<file path="config.mk">
export PLATFORM = sky130hd
export DESIGN_NAME = eeprom_xfer_ctrl
export DESIGN_NICKNAME = d
export VERILOG_FILES = /design/src/rtl/eeprom_pkg.sv /design/src/rtl/eeprom_twr_timer.sv /design/src/rtl/eeprom_xfer_ctrl.sv
export SDC_FILE = /design/constraint.sdc
export NUM_CORES = 1
export LEC_CHECK = 0
export ABC_AREA = 1
export BUFFER_PORTS_ARGS = -buffer_cell sky130_fd_sc_hd__buf_2
export CAP_MARGIN = 20
export CORE_ASPECT_RATIO = 2
export CORE_MARGIN = 5
export CORE_UTILIZATION = 40
export CTS_CLUSTER_DIAMETER = 100
export DETAILED_ROUTE_END_ITERATION = 12
export HOLD_SLACK_MARGIN = 0.12
export SYNTH_ARGS = -nofsm -noshare
export SYNTH_HDL_FRONTEND = slang
export SYNTH_SLANG_ARGS = --single-unit
export TNS_END_PERCENT = 1
</file>
<file path="constraint.sdc">
create_clock -name CLK -period 2 [get_ports CLK]
set_clock_uncertainty 0.2 [all_clocks]
set_input_delay 0.1 -clock CLK [delete_from_list [all_inputs] [get_ports CLK]]
set_output_delay 0.1 -clock CLK [all_outputs]
set_load 0.1 [all_outputs]
</file>
<file path="src/rtl/eeprom_pkg.sv">
// Shared opcodes, FSM encoding and timing defaults for the EEPROM transfer controller.
package eeprom_pkg;

  localparam logic [1:0] IIC_OP_IDLE = 2'b00;
  localparam logic [1:0] IIC_OP_WR   = 2'b01;
  localparam logic [1:0] IIC_OP_RD   = 2'b10;

  // 5 ms write cycle at 50 MHz
  localparam int TWR_CYCLES_DEFAULT = 250000;

  typedef enum logic [2:0] {
    ST_IDLE       = 3'd0,
    ST_WAIT_WDATA = 3'd1,
    ST_WR_ISSUE   = 3'd2,
    ST_WR_TWR     = 3'd3,
    ST_RD_ISSUE   = 3'd4,
    ST_RD_GAP     = 3'd5,
    ST_DONE       = 3'd6
  } state_t;

  function automatic int twr_width(input int cycles);
    return (cycles > 1) ? $clog2(cycles) : 1;
  endfunction

endpackage

</file>
<file path="src/rtl/eeprom_twr_timer.sv">
// Loadable down-counter that times the EEPROM internal write cycle.
module eeprom_twr_timer
  import eeprom_pkg::*;
#(
  parameter int TWR_CYCLES = TWR_CYCLES_DEFAULT
) (
  input  logic CLK,
  input  logic RST,
  input  logic load,
  output logic zero
);

  localparam int W = twr_width(TWR_CYCLES);
  localparam logic [W-1:0] LOAD_VAL = W'(TWR_CYCLES - 1);

  logic [W-1:0] count;

  always_ff @(posedge CLK) begin
    if (RST) begin
      count <= '0;
    end else if (load) begin
      count <= LOAD_VAL;
    end else if (count != '0) begin
      count <= count - W'(1);
    end
  end

  assign zero = (count == '0);

endmodule

</file>
<file path="src/rtl/eeprom_xfer_ctrl.sv">
// Breaks a multi-byte EEPROM read/write request into single-byte iic_com operations.
module eeprom_xfer_ctrl
  import eeprom_pkg::*;
#(
  parameter int TWR_CYCLES = TWR_CYCLES_DEFAULT,
  parameter int LEN_W      = 8
) (
  input  logic             CLK,
  input  logic             RST,
  input  logic             Req_Valid,
  output logic             Req_Ready,
  input  logic             Req_Write,
  input  logic [7:0]       Req_Addr,
  input  logic [LEN_W-1:0] Req_Len,
  input  logic [7:0]       Wr_Data,
  input  logic             Wr_Valid,
  output logic             Wr_Ready,
  output logic [7:0]       Rd_Data,
  output logic             Rd_Valid,
  output logic             Busy,
  output logic             Xfer_Done,
  output logic [1:0]       Start_Sig,
  output logic [7:0]       Addr_Sig,
  output logic [7:0]       WrData,
  input  logic [7:0]       RdData,
  input  logic             Done_Sig,
  output state_t           dbg_state
);

  // Handshakes: a transfer happens on a cycle where valid && ready; Rd_Valid has no backpressure.
  state_t           state, state_nx;
  logic [7:0]       addr, addr_nx;
  logic [LEN_W-1:0] cnt, cnt_nx;
  logic [1:0]       start_nx;
  logic [7:0]       addr_sig_nx, wrdata_nx, rd_data_nx;
  logic             rd_valid_nx, xfer_done_nx;
  logic             tmr_load, tmr_zero;

  eeprom_twr_timer #(.TWR_CYCLES(TWR_CYCLES)) u_twr_timer (
    .CLK  (CLK),
    .RST  (RST),
    .load (tmr_load),
    .zero (tmr_zero)
  );

  always_comb begin
    state_nx     = state;
    addr_nx      = addr;
    cnt_nx       = cnt;
    start_nx     = Start_Sig;
    addr_sig_nx  = Addr_Sig;
    wrdata_nx    = WrData;
    rd_data_nx   = Rd_Data;
    rd_valid_nx  = 1'b0;
    xfer_done_nx = 1'b0;
    tmr_load     = 1'b0;
    case (state)
      ST_IDLE: begin
        if (Req_Valid && Req_Ready) begin
          addr_nx = Req_Addr;
          cnt_nx  = Req_Len;
          if (Req_Write) begin
            state_nx = ST_WAIT_WDATA;
          end else begin
            state_nx    = ST_RD_ISSUE;
            start_nx    = IIC_OP_RD;
            addr_sig_nx = Req_Addr;
          end
        end
      end
      ST_WAIT_WDATA: begin
        if (Wr_Valid && Wr_Ready) begin
          wrdata_nx   = Wr_Data;
          addr_sig_nx = addr;
          start_nx    = IIC_OP_WR;
          state_nx    = ST_WR_ISSUE;
        end
      end
      ST_WR_ISSUE: begin
        if (Done_Sig) begin
          start_nx = IIC_OP_IDLE;
          tmr_load = 1'b1;
          state_nx = ST_WR_TWR;
        end
      end
      ST_WR_TWR: begin
        // Timer was loaded with TWR_CYCLES-1, so this state lasts exactly TWR_CYCLES cycles
        if (tmr_zero) begin
          if (cnt == '0) begin
            state_nx = ST_DONE;
          end else begin
            addr_nx  = addr + 8'd1;
            cnt_nx   = cnt - LEN_W'(1);
            state_nx = ST_WAIT_WDATA;
          end
        end
      end
      ST_RD_ISSUE: begin
        if (Done_Sig) begin
          rd_data_nx  = RdData;
          rd_valid_nx = 1'b1;
          start_nx    = IIC_OP_IDLE;
          state_nx    = ST_RD_GAP;
        end
      end
      ST_RD_GAP: begin
        if (cnt == '0) begin
          state_nx = ST_DONE;
        end else begin
          addr_nx     = addr + 8'd1;
          cnt_nx      = cnt - LEN_W'(1);
          addr_sig_nx = addr + 8'd1;
          start_nx    = IIC_OP_RD;
          state_nx    = ST_RD_ISSUE;
        end
      end
      ST_DONE: begin
        xfer_done_nx = 1'b1;
        state_nx     = ST_IDLE;
      end
      default: state_nx = ST_IDLE;
    endcase
  end

  always_ff @(posedge CLK) begin
    if (RST) begin
      state     <= ST_IDLE;
      addr      <= '0;
      cnt       <= '0;
      Start_Sig <= IIC_OP_IDLE;
      Addr_Sig  <= '0;
      WrData    <= '0;
      Rd_Data   <= '0;
      Rd_Valid  <= 1'b0;
      Xfer_Done <= 1'b0;
      Busy      <= 1'b0;
      Wr_Ready  <= 1'b0;
      Req_Ready <= 1'b1;
    end else begin
      state     <= state_nx;
      addr      <= addr_nx;
      cnt       <= cnt_nx;
      Start_Sig <= start_nx;
      Addr_Sig  <= addr_sig_nx;
      WrData    <= wrdata_nx;
      Rd_Data   <= rd_data_nx;
      Rd_Valid  <= rd_valid_nx;
      Xfer_Done <= xfer_done_nx;
      Busy      <= (state_nx != ST_IDLE);
      Wr_Ready  <= (state_nx == ST_WAIT_WDATA);
      Req_Ready <= (state_nx == ST_IDLE);
    end
  end

  assign dbg_state = state;

endmodule

</file>
==> results.sh, run 1 <==
export IMPL_clockBufferDepth=2
export IMPL_power_per_cell_area_nw_per_um2=1636
export IMPL_p_leak_nw=2.445
export IMPL_hp_class="primary input to flip-flop"
export IMPL_grt_antenna_before_repair=1
export IMPL_rsz0062_at_grt="no"
export IMPL_finalSetupViolCount=0
export IMPL_synth_edff_count=0
export IMPL_groute_usage_overall=0.1930
export IMPL_drv_cap=0
export IMPL_drt_iter0_markers=177
export IMPL_ys_types=34
export IMPL_port_buffers=71
export IMPL_worstMarginPinSlew_ns=0.5087
export IMPL_vias=3861
export IMPL_holdWs_ns=0.1209
export IMPL_final_hold_viol_count=0
export IMPL_ys_ff_latch=68
export IMPL_multi_input_area_um2=2019
export IMPL_syn_area_um2=3689
export IMPL_final_cell_mix="124 x nand2_1, 119 x nor2_1, 71 x buf_2"
export IMPL_fp_dieArea_um2=11360
export IMPL_final_common_cell="nand2_1"
export IMPL_async_flop_share=0
export IMPL_r2r_slack_ns=0.17
export IMPL_grt_ovfl_total=0
export IMPL_slew_viol_final=0
export IMPL_worstPathArrival_ns=1.90
export IMPL_synth_ff_type="dfxtp_1"
export IMPL_clock_sinks=68
export IMPL_core_um2=9012
export IMPL_io_pins=72
export IMPL_report_power_total_mw=7.961
export IMPL_grt_max_degree=24
export IMPL_via_per_inst=4.925
export IMPL_post_route_drc_count=0
export IMPL_regArea_um2=1368
export IMPL_fmax_mhz=547.0
export IMPL_cts_tree="done"
export IMPL_status="completed"
export IMPL_totalWireLength_um=10910
export IMPL_drtAntennaViolNets=0
export IMPL_dp_cells=730
export IMPL_post_route_period_util=0.9141
export IMPL_fin_nets=719
export IMPL_synth_top_area_cell="dfxtp_1"
export IMPL_maxSlewHeadroom=0.6632
export IMPL_fin_util=0.5401
export IMPL_synth_top_cell_area_share=0.3691
export IMPL_synth_nets=598
export IMPL_ys_top_cells_by_area="dfxtp_1 37%, nand2_1 13%, nor2_1 12%, o21ai_0 5.3%, inv_1 5.2%"
export IMPL_synth_area_per_cell_um2=6.646
export IMPL_fillCellCount=907
export IMPL_place_hpwl_um=8401
export IMPL_cp_max_fo=11
export IMPL_dieWidth_um=77.90
export IMPL_avgRoutedWirePerCell_um=13.92
export IMPL_drive_gt1_frac=0.2188
export IMPL_root_buffer="clkbuf_16"
export IMPL_syn_inst=555
export IMPL_insertion_delay_ns=0.34
export IMPL_start_util=0.4093
export IMPL_area_growth_pct=31.95
export IMPL_worstSetupPathType="flip-flop to flip-flop"
export IMPL_ys_seq_area_frac=0.3691
export IMPL_ir_drop_mv=0.6946
export IMPL_synth_warnings=0
export IMPL_htreeDepth=3
export IMPL_setup_tns_ns=0
export IMPL_grt_pass1_vias=3857
export IMPL_endpoint_kind="flip-flop"
export IMPL_clk_pin_slew_ns=0.05
export IMPL_cts_buffers=9
export IMPL_gp_congestion=0.8862
export IMPL_std_cell_rows=49
export IMPL_die_h_um=145.8
export IMPL_dr_pass1_iters=4
export IMPL_final_cells=784
export IMPL_grt_first_pass_wirelength_um=17410
export IMPL_period_needed_ns=1.828
export IMPL_crit_required_ns=2.07
export IMPL_start_kind="flip-flop"
[flip-flops by register name, summed over array words and instances (netlist names)]
register           cells
u_twr_timer.count     18
Addr_Sig               8
Rd_Data                8
WrData                 8
addr                   8
cnt                    8
dbg_state              3
Start_Sig              2
Busy                   1
Rd_Valid               1
Req_Ready              1
Wr_Ready               1
Xfer_Done              1
[metal layers]
metal / share of wire / routed length, um / vias up / global-route usage
li1: - / - / 2009 / -
met1: 0.34 / 3667 / 1714 / 0.1656
met2: 0.58 / 6314 / 97 / 0.3798
met3: 0.033 / 365 / 41 / 0.02912
met4: 0.052 / 566 / 0 / 0.1354
met5: 0 / 0 / - / 0
[power breakdown]
| group | switching (mW) | total, mW | internal [mW] |
|---|---|---|---|
| registers | 0.406 | 2.20 | 1.79 |
| logic | 2.99 | 4.29 | 1.31 |
| clock network | 0.626 | 1.47 | 0.842 |
| total | 4.02 | 7.96 | 3.94 |
[cell usage after synthesis (2+ instances only)]
master,number
nand2_1,124
nor2_1,119
dfxtp_1,68
inv_1,51
o21ai_0,39
nand3_1,34
a21oi_1,20
xor2_1,10
inv_2,8
clkbuf_1,7
nor2_2,7
nand2_2,6
nand4_1,6
nor3_1,6
ha_1,5
nor2_4,5
buf_2,4
nand3_4,4
buf_6,3
nand2_4,3
nand3b_1,3
o211ai_1,3
o21a_1,3
xnor2_1,3
a21oi_2,2
a22oi_1,2
nor4_1,2
o21ai_1,2
[area by class of cell]
type	instances	area share
clock buffer	9	0.04627
multi-input combinational	412	0.4149
tap	102	0.02622
inverter	61	0.04833
timing repair buffer	124	0.1728
sequential	68	0.2810
antenna	1	0.0005141
clock inverter	7	0.01003
[logic make-up (layout without fill, tap and decap cells)]
family          count (synthesis)  in the layout  share of synthesized area
compound gates                 73             73                     0.1075
xor+xnor                       13             13                    0.03087
fa+ha+maj                       5              5                    0.01696
buf+inv                        76            201                    0.08616
flops                          68             68                     0.3691
other cells                     0              1                          0
simple gates                  320            321                     0.3894
[path summary, 6_finish.rpt]
| kind | start | to | cells after the start |
|---|---|---|---|
| max | dbg_state[1]$_SDFF_PP0_ | Wr_Ready$_SDFF_PP0_ | 8 |
| max reg2reg | dbg_state[1]$_SDFF_PP0_ | Wr_Ready$_SDFF_PP0_ | 8 |
| min reg2reg | Addr_Sig[2]$_SDFFE_PP0P_ | Addr_Sig[2]$_SDFFE_PP0P_ | 2 |
| min | Req_Valid | Req_Ready$_SDFF_PP1_ | 5 |
[through the flow]
stage | cell area, um^2 | worst slack (ns)
floorplan | 3695 | 0.05735
global placement | 4220 | 0.1286
detailed placement | 4220 | 0.09478
CTS | 4845 | 0.07456
global route | 4867 | 0.01914
finish | 4867 | 0.1718
[critical path, stage by stage, from the launching register on]
cell     delay (ns)
dfxtp_2        0.45
inv_2          0.10
nand2_2        0.15
nor2_4         0.07
nand2_1        0.31
nand4_1        0.15
nor2_1         0.17
nand2_1        0.07
nor2_1         0.07
[timing repair]
action | 4_1_cts | 5_1_grt
hold buffers | 35 | 0
setup endpoints to repair | 0 | 9
endpoints found under the hold margin | 55 | 0
setup buffers | 0 | 1
gates resized for setup | 0 | 2
Power figures use the tool's default switching activity.
==> run 2: changes to the inputs <==
Settings changed: CELL_PAD_IN_SITES_DETAIL_PLACEMENT set to 2, CELL_PAD_IN_SITES_GLOBAL_PLACEMENT set to 2, CORE_ASPECT_RATIO 2 to 0.7, CORE_UTILIZATION 40 to 30, PLACE_DENSITY_LB_ADDON set to 0.1, SYNTH_HIERARCHICAL set to 1.
==> run 2 against run 1 <==
Synthesized cell count up 2.2%. Clock-buffer cell count up 2. Non-clock buffer count up 11. Global-route usage down 0.17 points. Core utilization down 11 points. Cell count up 10%. Flip-flop and latch count unchanged. Sequential share of layout area down 2.6 points. Cell area up 11%. Die area up 35%. Sequential power about the same. Synthesized area up 5.5%. Highest routed layer unchanged.
==> results.sh, run 2 <==
export IMPL_io_pins=72
export IMPL_rsz0062_at_grt="yes"
export IMPL_crit_required_ns=2.07
export IMPL_slew_viol_final=0
export IMPL_cp_max_fo=10
export IMPL_final_cell_mix="133 x nand2_1, 90 x nor2_1, 71 x buf_2"
export IMPL_multi_input_area_um2=2218
export IMPL_final_cells=864
export IMPL_report_power_total_mw=9.723
export IMPL_pre_cts_slack_ns=0.01498
export IMPL_synth_ff_type="dfxtp_1"
export IMPL_crit_chain="nor2_2, nand2_2, nor2_8, nand2_2, inv_2, or2_4, nand2_4, nor2_4, clkbuf_16, o21ai_1, nor2_1"
export IMPL_cpPeakStageDelay_ns=0.35
export IMPL_drive_gt1_frac=0.2778
export IMPL_synth_top_cell_area_share=0.3500
export IMPL_largest_reg_flops=18
export IMPL_clockBufferDepth=2
export IMPL_start_kind="flip-flop"
export IMPL_period_needed_ns=1.957
export IMPL_num_antenna_cells=0
export IMPL_regMostFlops="u_twr_timer/count"
export IMPL_ys_seq_area_frac=0.3500
export IMPL_drt_iter0_markers=174
export IMPL_post_route_period_util=0.9787
export IMPL_final_hold_viol_count=0
export IMPL_clkPwrFrac=0.199
export IMPL_p_leak_nw=2.624
export IMPL_yosys_cell_count_top_type="nand2_1"
export IMPL_crit_path_frequent_cell="nand2_2"
export IMPL_dr_pass1_iters=4
export IMPL_fmax_mhz=510.9
export IMPL_totalWireLength_um=14850
export IMPL_avgRoutedWirePerCell_um=17.19
export IMPL_p_seq_frac=0.227
export IMPL_switching_share=0.4968
export IMPL_ys_ff_latch=68
export IMPL_endpoint_kind="flip-flop"
export IMPL_drtAntennaViolNets=0
export IMPL_regArea_um2=1379
export IMPL_port_buffers=71
export IMPL_post_route_drc_count=0
export IMPL_groute_usage_overall=0.1913
export IMPL_via_per_inst=4.949
export IMPL_std_cell_rows=34
export IMPL_dieWidth_um=146.1
export IMPL_syn_inst=567
export IMPL_synthTopCellsByCount="136 x nand2_1, 91 x nor2_1, 68 x dfxtp_1"
export IMPL_power_per_cell_area_nw_per_um2=1799
export IMPL_setup_ws_ns=0.04268
export IMPL_synth_top_area_cell="dfxtp_1"
export IMPL_async_flop_share=0
export IMPL_grt_max_degree=26
export IMPL_grt_ovfl_total=0
export IMPL_cts_buffers=9
export IMPL_dp_cells=802
export IMPL_final_common_cell="nand2_1"
export IMPL_start_util=0.3100
export IMPL_synth_edff_count=0
export IMPL_htreeDepth=3
export IMPL_area_growth_pct=38.95
export IMPL_core_um2=12550
export IMPL_worstPathArrival_ns=2.03
export IMPL_ys_types=41
export IMPL_clk_pin_slew_ns=0.06
export IMPL_die_h_um=105.3
export IMPL_grt_first_pass_wirelength_um=23920
export IMPL_status="completed"
export IMPL_synth_area_per_cell_um2=6.861
export IMPL_fin_util=0.4307
export IMPL_drv_cap=0
export IMPL_worstMarginPinSlew_ns=0.5085
export IMPL_crit_slowest_cell="dfxtp_1"
export IMPL_place_hpwl_um=10270
export IMPL_comb_power_share=0.574
export IMPL_hp_class="primary input to flip-flop"
export IMPL_vias=4276
export IMPL_fillCellCount=1435
export IMPL_synth_warnings=6
export IMPL_maxSlewHeadroom=0.6633
export IMPL_fp_dieArea_um2=15380
export IMPL_fin_nets=740
export IMPL_syn_area_um2=3890
export IMPL_root_buffer="clkbuf_16"
export IMPL_grt_pass1_vias=4605
export IMPL_grt_antenna_before_repair=0
export IMPL_cts_tree="done"
export IMPL_gp_congestion=0.7901
export IMPL_worstSetupPathType="flip-flop to flip-flop"
export IMPL_insertion_delay_ns=0.34
export IMPL_clock_sinks=68
export IMPL_synth_nets=610
export IMPL_ys_top_cells_by_area="dfxtp_1 35%, nand2_1 13%, nor2_1 8.8%, inv_1 5.5%, nand3_1 3.9%"
export IMPL_finalSetupViolCount=0
export IMPL_internal_power_mw=4.892
export IMPL_power_switching_mw=4.831
export IMPL_ir_drop_mv=0.5171
## run 2: changes by cell type after synthesis, sizes merged, moves of 3 or more
cell	change
a21oi	+5
buf	+4
clkbuf	-3
nand2	+13
nand3	+5
nor2	-18
o21a	-3
o21ai	+7
or2	+4
xor2	-8
## run 2: metrics by stage
step / hold WS [ns] / TNS (ns) / cell area, um^2
floorplan: 0.03490 / 0 / 3896
global placement: 0.1244 / 0 / 4507
detailed placement: 0.1344 / 0 / 4507
CTS: 0.1724 / 0 / 5216
global route: 0.2118 / -0.7753 / 5405
finish: 0.1806 / 0 / 5405
## run 2: final timing paths
check | slack, ns | cells past startpoint | startpoint | endpoint
worst max-delay path | 0.04 | 11 | u_twr_timer/count[8]$_SDFFE_PP0P_ | addr[4]$_SDFFE_PP0P_
worst min-delay path | 0.18 | 5 | Wr_Valid | WrData[4]$_SDFFE_PP0P_
worst max register to register | 0.04 | 11 | u_twr_timer/count[8]$_SDFFE_PP0P_ | addr[4]$_SDFFE_PP0P_
worst min register to register | 0.25 | 2 | Rd_Data[5]$_SDFFE_PP0P_ | Rd_Data[5]$_SDFFE_PP0P_
## run 2: layout make-up
cell class                      instances  area share
Clock buffer                           11     0.04676
Clock inverter                          5     0.01968
Inverter                               64     0.04630
Multi-Input combinational cell        419      0.4104
Sequential cell                        68      0.2551
Tap cell                              162     0.03750
Timing Repair Buffer                  135      0.1843
## run 2: what timing repair did
| item | CTS | global route |
|---|---|---|
| cloned | 0 | 2 |
| pin swaps | 0 | 11 |
| endpoints found under the setup margin | 3 | 30 |
| setup buffers | 0 | 9 |
| hold buffers | 35 | 0 |
| endpoints found under the hold margin | 52 | 0 |
| resized for setup | 1 | 26 |
## run 2: worst max-delay path, delay by kind of cell (launching register included)
kind / cells / cell delay [ns]
compound gates: 1 / 0.06
buf+inv: 2 / 0.28
flops: 1 / 0.35
simple gates: 8 / 0.99
## run 2: per-layer routing
metal | vias up | routed length (um) | global-route usage | part of all wire
met5 | - | 0 | 0 | 0
met4 | 0 | 91 | 0.03423 | 0.0061
met3 | 9 | 568 | 0.04033 | 0.038
met2 | 71 | 7276 | 0.3323 | 0.49
met1 | 2126 | 6917 | 0.2496 | 0.47
li1 | 2070 | - | - | -
## run 2: power groups by stage
stage          Clock (mW)  Sequential [mW]  Combinational (mW)
4_1_cts              1.98             2.19                5.19
2_1_floorplan           0             3.10                2.84
3_3_place_gp            0             2.19                4.87
5_1_grt              2.03             2.27                6.12
3_5_place_dp            0             2.21                5.08
6_report             1.94             2.21                5.58
## run 2: kinds of logic (layout without fill, tap and decap cells)
family          count (synthesis)  count (layout)  synth area share
xor+xnor                        6               6           0.01351
fa+ha+maj                       5               5           0.01608
buf+inv                        80             215           0.09457
flops                          68              68            0.3500
simple gates                  323             323            0.4095
compound gates                 85              85            0.1164
